[src/rtl/uart_pkg.sv]
// Shared UART types and constants for the TX path and the RX that reuses them.
// Frame levels, state encoding and the baud divisor helper.
package uart_pkg;

    typedef enum logic [2:0] {
        IDLE,
        START,
        DATA,
        PARITY,
        STOP
    } uart_state_e;

    localparam int   DATA_BITS   = 8;
    localparam logic IDLE_LEVEL  = 1'b1;
    localparam logic START_LEVEL = 1'b0;
    localparam logic STOP_LEVEL  = 1'b1;

    function automatic int clk_div(input int clk_freq, input int baud_rate);
        return clk_freq / baud_rate;
    endfunction

endpackage

[src/rtl/uart_tx_if.sv]
// Byte handshake between a requester and the UART transmitter.
// Transfer happens on a clock edge with tx_valid && tx_ready.
interface uart_tx_if;

    logic [7:0] tx_data;
    logic       tx_valid;
    logic       tx_ready;

    modport master (
        output tx_data,
        output tx_valid,
        input  tx_ready
    );

    modport slave (
        input  tx_data,
        input  tx_valid,
        output tx_ready
    );

endinterface

[src/rtl/uart_baud_cnt.sv]
// Bit-period counter: runs 0..CLK_DIV-1 while enabled, pulses bit_done on the last cycle.
// Shared by the TX and RX paths.
module uart_baud_cnt #(
    parameter int CLK_DIV = 434,
    parameter int CNT_W   = 9
) (
    input  logic             clk,
    input  logic             rst_n,
    input  logic             enable,
    input  logic             clear,
    output logic [CNT_W-1:0] cnt,
    output logic             bit_done
);

    localparam logic [CNT_W-1:0] LAST = CNT_W'(CLK_DIV - 1);

    assign bit_done = enable && (cnt == LAST);

    always_ff @(posedge clk or negedge rst_n) begin
        if (!rst_n) begin
            cnt <= '0;
        end else if (clear) begin
            cnt <= '0;
        end else if (enable) begin
            cnt <= bit_done ? '0 : cnt + CNT_W'(1);
        end
    end

endmodule

[src/rtl/uart_tx.sv]
// UART transmitter, 8N1 at CLK_FREQ/BAUD_RATE cycles per bit, tx driven from a flop.
// Define UART_TX_PARITY_EN to insert an even-parity bit before the stop bit.
module uart_tx
    import uart_pkg::*;
#(
    parameter int CLK_FREQ  = 50_000_000,
    parameter int BAUD_RATE = 115200
) (
    input  logic       sys_clk,
    input  logic       rst_n,
    uart_tx_if.slave   tx_if,
    output logic       tx,
    output logic       busy
);

    localparam int CLK_DIV = clk_div(CLK_FREQ, BAUD_RATE);
    localparam int CNT_W   = (CLK_DIV > 1) ? $clog2(CLK_DIV) : 1;

    uart_state_e      state;
    uart_state_e      state_nx;
    logic [CNT_W-1:0] baud_cnt;
    logic             bit_done;
    logic [2:0]       bit_idx;
    logic [7:0]       shift_reg;
    logic             tx_nx;
    logic             accept;
    logic             last_bit;

    assign accept   = tx_if.tx_valid && tx_if.tx_ready;
    assign last_bit = (bit_idx == 3'(DATA_BITS - 1));

    uart_baud_cnt #(
        .CLK_DIV (CLK_DIV),
        .CNT_W   (CNT_W)
    ) u_baud (
        .clk      (sys_clk),
        .rst_n    (rst_n),
        .enable   (state != IDLE),
        .clear    (state == IDLE),
        .cnt      (baud_cnt),
        .bit_done (bit_done)
    );

    always_ff @(posedge sys_clk or negedge rst_n) begin
        if (!rst_n) begin
            state     <= IDLE;
            shift_reg <= '0;
            bit_idx   <= '0;
            tx        <= IDLE_LEVEL;
        end else begin
            state <= state_nx;
            tx    <= tx_nx;
            if (accept) begin
                shift_reg <= tx_if.tx_data;
            end
            // Wraps 7 -> 0 on the edge that leaves DATA
            if (state == DATA && bit_done) begin
                bit_idx <= bit_idx + 3'd1;
            end
        end
    end

    always_comb begin
        state_nx = state;
        unique case (state)
            IDLE:  if (accept)   state_nx = START;
            START: if (bit_done) state_nx = DATA;
`ifdef UART_TX_PARITY_EN
            DATA:   if (bit_done && last_bit) state_nx = PARITY;
            PARITY: if (bit_done)             state_nx = STOP;
`else
            DATA:  if (bit_done && last_bit) state_nx = STOP;
`endif
            STOP:  if (bit_done) state_nx = IDLE;
            default: state_nx = IDLE;
        endcase
    end

    always_comb begin
        tx_nx = IDLE_LEVEL;
        unique case (state)
            START:  tx_nx = START_LEVEL;
            DATA:   tx_nx = shift_reg[bit_idx];
`ifdef UART_TX_PARITY_EN
            PARITY: tx_nx = ^shift_reg;
`endif
            STOP:   tx_nx = STOP_LEVEL;
            default: tx_nx = IDLE_LEVEL;
        endcase
    end

    assign tx_if.tx_ready = (state == IDLE);
    assign busy           = ~tx_if.tx_ready;

endmodule
[src/flat_wrapper.sv]
// flat-port wrapper written by rule: the top's interface ports become plain ports
module uart_tx_flat import uart_pkg::*;
#(
    parameter int CLK_FREQ  = 50_000_000,
    parameter int BAUD_RATE = 115200
)
  (sys_clk, rst_n, tx, busy, tx_if_tx_data, tx_if_tx_valid, tx_if_tx_ready);
  uart_tx_if tx_if_i ();
  input  logic sys_clk;
  input  logic rst_n;
  output logic tx;
  output logic busy;
  input wire logic [$bits(tx_if_i.tx_data)-1:0] tx_if_tx_data;
  input wire logic [$bits(tx_if_i.tx_valid)-1:0] tx_if_tx_valid;
  output wire logic [$bits(tx_if_i.tx_ready)-1:0] tx_if_tx_ready;
  assign tx_if_i.tx_data = tx_if_tx_data;
  assign tx_if_i.tx_valid = tx_if_tx_valid;
  assign tx_if_tx_ready = tx_if_i.tx_ready;
  uart_tx #(.CLK_FREQ(CLK_FREQ), .BAUD_RATE(BAUD_RATE)) u_core (.sys_clk(sys_clk), .rst_n(rst_n), .tx_if(tx_if_i), .tx(tx), .busy(busy));
endmodule
[config.mk]
export PLATFORM = sky130hd
export DESIGN_NAME = uart_tx_flat
export DESIGN_NICKNAME = d
export VERILOG_FILES = /design/src/rtl/uart_pkg.sv /design/src/rtl/uart_tx_if.sv /design/src/rtl/uart_baud_cnt.sv /design/src/rtl/uart_tx.sv /design/src/flat_wrapper.sv
export SDC_FILE = /design/constraint.sdc
export NUM_CORES = 1
export LEC_CHECK = 0
export CORE_MARGIN = 4
export CORE_UTILIZATION = 48
export DETAILED_ROUTE_END_ITERATION = 7
export PLACE_DENSITY = 0.73
export SYNTH_ARGS = -nofsm -noshare
export SYNTH_HDL_FRONTEND = slang
export SYNTH_SLANG_ARGS = --single-unit
export TNS_END_PERCENT = 5
[constraint.sdc]
create_clock -name sys_clk -period 1.8 [get_ports sys_clk]
set_clock_uncertainty 0.2 [all_clocks]
set_input_delay 0.36 -clock sys_clk [delete_from_list [all_inputs] [get_ports sys_clk]]
set_output_delay 0.36 -clock sys_clk [all_outputs]
set_load 0.02 [all_outputs]
**Word level (Yosys, flattened, before mapping)**

Cells that the tools add are included.

- Equal/unequal tests: 9
- Bitwise gates (word level): 1
- Shifts and indexed selects: 0
- $lt $le $gt $ge: 1
- Reduce and logical (&&, ||, !) cells: 8
- Multipliers: 0
- Add/subtract/negate cells: 2
- Divide/modulo/power cells: 0
- Muxes and demuxes: 11

Operators by type and width:

| operator | number |
|---|---|
| $mux 9 | 3 |
| $mux 3 | 4 |
| $pmux 3 s4 | 1 |
| $add 9x1->9 const B | 1 |
| $eq 9x9->1 const B | 1 |
| $eq 3x3->1 const B | 2 |
| $logic_and 1x1->1 | 4 |
| $lt 3x4->1 const B | 1 |
| $ne 2x1->1 const B | 2 |
| $ne 2x2->1 const B | 2 |
| $reduce_and 4->1 | 1 |
| $add 3x1->3 const B | 1 |
| $bmux 1 s3 | 1 |
| $eq 3x1->1 const B | 1 |
| $eq 3x2->1 const B | 1 |
| $logic_not 3->1 | 1 |
| $reduce_bool 3->1 | 1 |
| $pmux 1 s2 | 1 |
| $reduce_bool 2->1 | 1 |
| $mux 1 | 1 |
| $not 1->1 | 1 |

- RAM bits: 0
- Memories: 0
- Output and inout port bits: 3
- Bits in latches: 0
- Memory bits (read-only): 0
- Register bits: 24

**Depth between registers and ports, before layout**

Gate-level depths: netlist of run 1.

- Depth in word-level cells: 5
- Depth in mapped cells: 7
- Gate-level depth less buffers: 6

**By module**

Synthesis of run 1 repeated with hierarchy kept, for this count alone.

- Cell total of the unflattened synthesis: 103
- Area, all modules: 1,219.9 µm²

Modules (own cells, without submodules):

| module | cells an instance | times used | area each (µm²) | sequential area each (µm²) |
|---|---|---|---|---|
| uart_tx | 51 | 1 | 701.9 | 376.6 |
| uart_baud_cnt | 52 | 1 | 518.0 | 225.2 |

**Worst setup path before layout of run 1**

No wires, ideal clock.

- Path type: register to register
- From: reg u_core.state[0]
- To: reg u_core.shift_reg[0]
- Period minus slack after synthesis: 1.901 ns
- Path buffers: 1
- Required time: 1.475 ns
- Stages on the path, launching flop included: 5
- Data arrival time: 1.576 ns
- Slack: -0.101 ns
- Cells stage by stage: dfrtp_1 nor3_2 and2_1 buf_2 mux2_2

- Word-level cells in the longest chain between the ends: 2

Ends and longest elaborated chain:

| element | line | RTL |
|---|---|---|
| start, declared | uart_tx.sv:19 | `uart_state_e state;` |
| start signal, assigned | uart_tx.sv:51 | `state <= state_nx;` |
| $logic_not 3->1 | uart_tx.sv:92 | `assign tx_if.tx_ready = (state == IDLE);` |
| net tx_if_tx_ready | flat_wrapper.sv:15 | `output wire logic [$bits(tx_if_i.tx_ready)-1:0] tx_if_tx_ready;` |
| $logic_and 1x1->1 | uart_tx.sv:29 | `assign accept = tx_if.tx_valid && tx_if.tx_ready;` |
| end signal, assigned | uart_tx.sv:54 | `shift_reg <= tx_if.tx_data;` |
| end, declared | uart_tx.sv:24 | `logic [7:0] shift_reg;` |

The timed path passes the listed nets, and every way through them passes these cells.
A chain may end at the register's enable or synchronous reset.

**Worst setup path after layout of run 1**

- From: reg u_core.u_baud.cnt[1]
- To: reg u_core.state[2]

- Word-level cells in the longest chain between the ends: 5
- Elaborated cells between the ends (all ways): 7

Ends and longest elaborated chain:

| element | line | RTL |
|---|---|---|
| start, declared | uart_baud_cnt.sv:11 | `output logic [CNT_W-1:0] cnt,` |
| start signal, assigned | uart_baud_cnt.sv:25 | `cnt <= bit_done ? '0 : cnt + CNT_W'(1);` |
| $eq 9x9->1 (*) | uart_baud_cnt.sv:17 | `assign bit_done = enable && (cnt == LAST);` |
| $logic_and 1x1->1 (*) | uart_baud_cnt.sv:17 |  |
| $logic_and 1x1->1 | uart_tx.sv:72 | `DATA: if (bit_done && last_bit) state_nx = STOP;` |
| $ne 2x2->1 (no source line) | n/a |  |
| $reduce_and 4->1 (no source line) (*) | n/a |  |

Mark *: on every way between the ends. The rest lies on a longest branch, timed or not.

==> results.md, run 1 <==
- H-tree levels: 1
- Yosys reg bits: 24
- GRT Residual Overflow: 0
- Reg power frac: 0.560
- Clock sinks: 24
- Worst-path clk slew: between 0.1 and 0.15 ns
- Die area: 0.00326 sq mm
- Pint: 0.919 mW
- Row count: 17
- TritonCTS clock tree: done
- Vias per inst: between 5 and 6
- Worst Path Max Fanout: 6
- Final Hold Fails: 0
- Worst hold margin: approximately 0.18 ns
- Antenna-violating nets left: 0
- HP Class: input pin to asynchronous set/reset pin
- Placed cell area: 0.00142 sq mm
- Fmax: 0.571 GHz
- Total wire length: between 2 and 2.5 mm
- Fin util: 0.643
- Final setup fails: 0
- Place WS: about 0.0027 ns
- CP arrival: roughly 1.8 ns
- Total CTS buffers: 3
- Synthesized area per cell: roughly 12 sq um
- WL per Instance: between 10 and 15 um
- Vias in the first global route: approximately 830
- RePlAce Congestion: a little under 0.8
- Multi-input logic area: 557 sq um
- CP Launch Type: flip-flop
- Area Growth Syn to Fin: 25.2%
- Fin crit period: 1.75 ns
- Final Net Count: between 100 and 150
- Core Area: 0.00225 sq mm
- Yosys warns: 0
- Ys async rst share: 1.00
- Cell Pwr Density: 921 mW/mm^2
- Slew Viols, Final: 0
- Status: finished, final reports clean
- Combinational power share: 0.255
- Initial antenna violation count: 0
- Synth Net Count: between 100 and 150
- Setup bufs post-CTS: 0
- Initial drt markers: 10
- VDD IR-drop max: around 0.00076 V
- Buffers on Ports: 13
- Sequential area share after synthesis: 0.520
- Initial core utilization: 0.513
- Post-route cell area: 0.00145 sq mm
- # diodes: 0
- Number of synthesized flops with an enable pin: 0
- Filler cells: 195
- Max Cap Viol: 0
- Sequential cell area: approximately 600 sq um
- Top-area cell type share of the netlist area: 0.497
- DRT Pass-1 Iters: 4
- Largest net degree at the start of global routing: 25
- # DRC: 0
- Number of top-level pins: 14
- Layout cells sized above 1: 0.315
- Switching fraction of total power: 0.311
- Total number of vias: 797
- Clk_lat worst skew: approximately 0.31 ns
- Global-route wire length before repair: 3.56 mm
- Clock power frac: 0.185
- RSZ-0062 raised after global routing: yes
- Detail Placement HPWL: approximately 1.5 mm
- Final Power: 1.33 mW
- WP data required: between 1.5 and 2 ns
- Primary FF master, synth: dfrtp_1
- Worst-margin pin slew: between 0.3 and 0.4 ns
- Pleak: about 0.63 nW
- Synthesized cell area: approximately 0.0012 sq mm
- Critical path type: flip-flop to flip-flop
- Synth area leaders: dfrtp_1 (50%), mux2_2 (7.8%), ha_1 (4.3%)
- Kind of end point of the critical path: flip-flop
- Chip Height: 57.1 um
- Die width: roughly 57 um
- Max FFs per register: 9
- Post-route setup slack: roughly 0.048 ns
- Gr usage total: 0.139
- Sw Pwr: 0.415 mW
- Leading area contributor after synthesis: dfrtp_1
- Slew headroom: 0.769
- Post-Syn Instances: 98
- Clk root buf: clkbuf_4
- Synth cell types: 32
- Longest Clk Path Bufs: 2
- Final worst path period share: 0.973
what timing repair did:
item / 4_1_cts / 5_1_grt
hold buffers: 0 / 0
setup endpoints to repair: 3 / 12
pin swaps: 1 / 0
gates resized for setup: 9 / 5
endpoints found under the hold margin: 0 / 0
stage by stage:
step | std cells | TNS, ns
after CTS | 152 | 0
after detailed placement | 148 | 0
after global routing | 152 | -0.147
after global placement | 148 | 0
after floorplan | 98 | -0.0859
final | 152 | 0
per-layer routing:
layer,track usage,vias to the layer above,share of wire
met4,0.0695,0,0.022
met1,0.181,381,0.47
li1,-,398,-
met3,0.0294,5,0.041
met5,0,-,0
met2,0.220,13,0.47
Yosys cell counts (all sizes together), types with 2 or more instances:
library cell	count
a21oi	4
and2	2
buf	2
dfrtp	23
ha	4
inv	2
mux2	10
mux2i	4
nand2	5
nand3	4
nand3b	2
nand4	2
nor2	11
nor3	3
or2	2
xnor2	4
xor2	3
power by group through the flow:
stage / clock network (mW) / registers (mW) / logic, mW
floorplan: 0 / 0.747 / 0.214
global placement: 0 / 0.745 / 0.327
detailed placement: 0 / 0.755 / 0.340
CTS: 0.255 / 0.745 / 0.340
global route: 0.279 / 0.763 / 0.382
finish: 0.247 / 0.747 / 0.340
worst max-delay path: stages (launching register included):
cell,delay [ns]
dfrtp_1,0.39
inv_1,0.05
ha_2,0.17
nand2_2,0.09
nor4_4,0.05
buf_4,0.16
or3b_2,0.46
a21oi_2,0.13
cells by family (layout without fill, tap and decap cells):
kind of cell / Yosys count / after routing / share of synthesized area
simple gates: 36 / 36 / 0.183
flops: 24 / 24 / 0.520
buf+inv: 5 / 31 / 0.0184
mux: 14 / 14 / 0.138
fa+ha+maj: 4 / 4 / 0.0432
xor+xnor: 7 / 7 / 0.0530
compound gates: 8 / 8 / 0.0443
area by class of cell:
class,instances,share of cell area
clock buffers,4,0.0181
inverters,2,0.00518
multi-input cells,69,0.384
flip-flops and latches,24,0.415
well taps,28,0.0242
repair buffers,25,0.153
worst paths after layout:
| kind | start | to | slack (ns) | cells after the start |
|---|---|---|---|---|
| worst max-delay path | u_core.u_baud.cnt[1] | u_core.state[2] | 0.05 | 7 |
| worst min-delay path | rst_n | u_core.state[2] | 0.18 | 2 |
| worst max register to register | u_core.u_baud.cnt[1] | u_core.state[2] | 0.05 | 7 |
| worst min register to register | u_core.shift_reg[2] | u_core.shift_reg[2] | 0.33 | 1 |
| max in group asynchronous | rst_n | u_core.tx | 0.93 | 2 |
| min in group sys_clk | u_core.shift_reg[2] | u_core.shift_reg[2] | 0.33 | 1 |
layout by cell type, fill, tap and decap left out, types with 2 or more instances in the layout:
cell              n
buf_2             2
a21oi_1           3
nand4_1           2
nor3_1            2
nand2_1           4
buf_4            11
inv_1             2
clkdlybuf4s50_1  10
xnor2_1           4
mux2i_1           4
mux2_4            2
nor2_1           11
clkbuf_4          3
nand3_1           4
dfrtp_1          23
nand3b_1          2
mux2_2            8
or2_4             2
xor2_1            3
ha_1              3
Note: power is estimated with default switching activity, not from simulation.
==> run 2, diff against run 1 <==
Settings changed: REMOVE_ABC_BUFFERS set to 1.
==> results.md, run 2 (synthesis results as in run 1) <==
- Initial drt markers: 20 (+10)
- Cells along the critical path: inv_1, ha_1, nand2_2, nor4_4, buf_4, or3b_2, a21oi_2
- HP Class: input pin to asynchronous set/reset pin
- Critical path type: flip-flop to flip-flop
- Dpl cells: 148 (unchanged)
- Global-route wire length before repair: 3.85 mm (+8.1%)
- Slew Viols, Final: 0 (unchanged)
- Worst-margin pin slew: 0.325 ns (-0.0179 ns)
- Failing checks: setup timing
- Antenna-violating nets left: 0 (unchanged)
- TritonCTS clock tree: done
- Vias in the first global route: 897 (+8.7%)
- Fmax: 0.552 GHz (-3.2%)
- Largest net degree at the start of global routing: 25 (unchanged)
- WL per Instance: 14.5 um (+7.9%)
- CP Launch Type: flip-flop
- DRT Pass-1 Iters: 4 (unchanged)
- Longest Clk Path Bufs: 2 (unchanged)
- CP max stage cell: or3b_2
- Final setup fails: 1 (+1)
- Commonest non-fill, non-tap cell in the layout: dfrtp_1
- Post-route cell area: 0.00148 sq mm (+2.2%)
- Placed cell area: 0.00141 sq mm (-0.44%)
- Reg2reg start: u_core.u_baud.cnt[1]
- Gr usage total: 0.154 (+0.0149)
- CTS hold repair buffers: 0 (unchanged)
- Clk_lat worst skew: 0.32 ns (about the same)
- Status: finished, violations left
- Detail Placement HPWL: 1.65 mm (+6.9%)
- Row count: 17 (unchanged)
- Reg2Reg Depth: 7 (unchanged)
- RSZ-0062 raised after global routing: yes
- Final worst path period share: 1.01 (+0.0323)
- Clock sinks: 24 (unchanged)
- Met3 GRT Util: 0.0385 (+0.00905)
- Total wire length: 2.23 mm (+8.6%)
- GR Util met1: 0.180 (-0.000400)
- Area Growth Syn to Fin: 27.9%
- Max FFs per register: 9 (unchanged)
- Clk root buf: clkbuf_4
- Cell Pwr Density: 1010 mW/mm^2 (+9.7%)
- Commonest non-fill, non-tap cells in the layout: dfrtp_1 (23), buf_4 (12), nor2_1 (11)
- TNS Setup: -0.0103 ns (-0.0103 ns)
- Flop2flop setup slack: -0.01 ns (-0.06 ns)
- WP data required: 1.85 ns (about the same)
- Non-Filler Instances: 153 (+0.66%)
- # DRC: 0 (unchanged)
- Worst-path clk slew: 0.14 ns (about the same)
- Total CTS buffers: 3 (unchanged)
- Buffers on Ports: 13 (unchanged)
- CP arrival: 1.86 ns (+0.05 ns)
- Pleak: 0.655 nW (+4.1%)
- Place WS: -0.0277 ns (-0.0303 ns)
- Max Cap Viol: 0 (unchanged)
- Fin crit period: 1.81 ns (+0.0581 ns)
- Kind of end point of the critical path: flip-flop
- Initial antenna violation count: 0 (unchanged)
- H-tree levels: 1 (unchanged)
- Vias per inst: 5.43 (+3.6%)
- Final Net Count: 141 (+0.71%)
- Worst Path Max Fanout: 6 (unchanged)
- Filler cells: 181 (-7.2%)
- Final Hold Fails: 0 (unchanged)
- RePlAce Congestion: 0.802 (+4.3%)
- Met2 usage in global routing: 0.261 (+0.0408)
- Initial core utilization: 0.513 (unchanged)
- GRT Residual Overflow: 0 (unchanged)
- VDD IR-drop max: 0.000722 V (-4.4%)
- Number of top-level pins: 14 (unchanged)
- Post-route setup slack: -0.0103 ns (-0.0581 ns)
- Core Area: 0.00225 sq mm (unchanged)
- # diodes: 0 (unchanged)
- Total number of vias: 831 (+4.3%)
- Die area: 0.00326 sq mm (unchanged)
- Die width: 57.1 um (unchanged)
- Worst path max stage delay: 0.46 ns (about the same)
- Slew headroom: 0.781 (+0.0121)
- Fin util: 0.656 (+0.0139)
- Worst R2R End: u_core.state[2]
- GR peak layer: met2
- Layout cells sized above 1: 0.328 (+0.0135)
- Chip Height: 57.1 um (unchanged)
## run 2: metrics by stage
| stage | power, mW | hold slack (ns) |
|---|---|---|
| 4_1_cts | 1.49 | 0.180 |
| 3_3_place_gp | 1.07 | 0.291 |
| 6_report | 1.50 | 0.176 |
| 3_5_place_dp | 1.10 | 0.296 |
| 2_1_floorplan | 0.961 | -0.136 |
| 5_1_grt | 1.59 | 0.188 |
## run 2: worst max-delay path by stage
stage | from | endpoint | slack, ns | cells after the start
2_1_floorplan | u_core.state[0] | u_core.shift_reg[0] | -0.12 | 3
3_3_place_gp | u_core.state[1] | tx_if_tx_ready | 0.02 | 2
3_5_place_dp | u_core.state[1] | tx_if_tx_ready | -0.03 | 2
4_1_cts | u_core.state[0] | tx_if_tx_ready | -0.12 | 2
5_1_grt | u_core.u_baud.cnt[1] | u_core.state[2] | -0.09 | 7
6_report | u_core.u_baud.cnt[1] | u_core.state[2] | -0.01 | 7
## run 2: where the power goes
part | switching (mW) | leakage, nW | internal [mW]
clock network | 0.164 | 0.0279 | 0.225
logic | 0.165 | 0.330 | 0.198
registers | 0.0964 | 0.297 | 0.646
## run 2: routing by layer
metal	up-vias	routed length, um	share of wire
met5	-	0	0
met4	0	44	0.020
met3	6	85	0.038
met2	17	1130	0.51
met1	415	965	0.43
li1	393	-	-
## run 2: critical path, delay by kind of cell (launching register included)
family / cells / cell delay (ns)
AOI/OAI and AO/OA: 1 / 0.14
adders and majority gates: 1 / 0.19
buffers and inverters: 2 / 0.22
DFF: 1 / 0.39
and+or+nand+nor: 3 / 0.61
## run 2: layout make-up
cell class / count / area, sq um / share of cell area
clock buffers: 3 / 22.5 / 0.0152
clock inverters: 1 / 30.0 / 0.0203
inverters: 2 / 7.51 / 0.00507
multi-input cells: 69 / 548 / 0.370
flip-flops and latches: 24 / 602 / 0.407
well taps: 28 / 35.0 / 0.0237
repair buffers: 26 / 235 / 0.159
## run 2: repair_timing
item / in CTS / in global routing
setup buffers: 0 / 1
pin swaps: 0 / 1
hold endpoints to repair: 0 / 0
resized for setup: 3 / 12
setup endpoints to repair: 3 / 14
==> run 3, diff against run 2 <==
Settings changed: GPL_ROUTABILITY_DRIVEN set to 0.
==> results of run 3 <==
The final DEF is identical to that of run 2; final timing and power are the same.
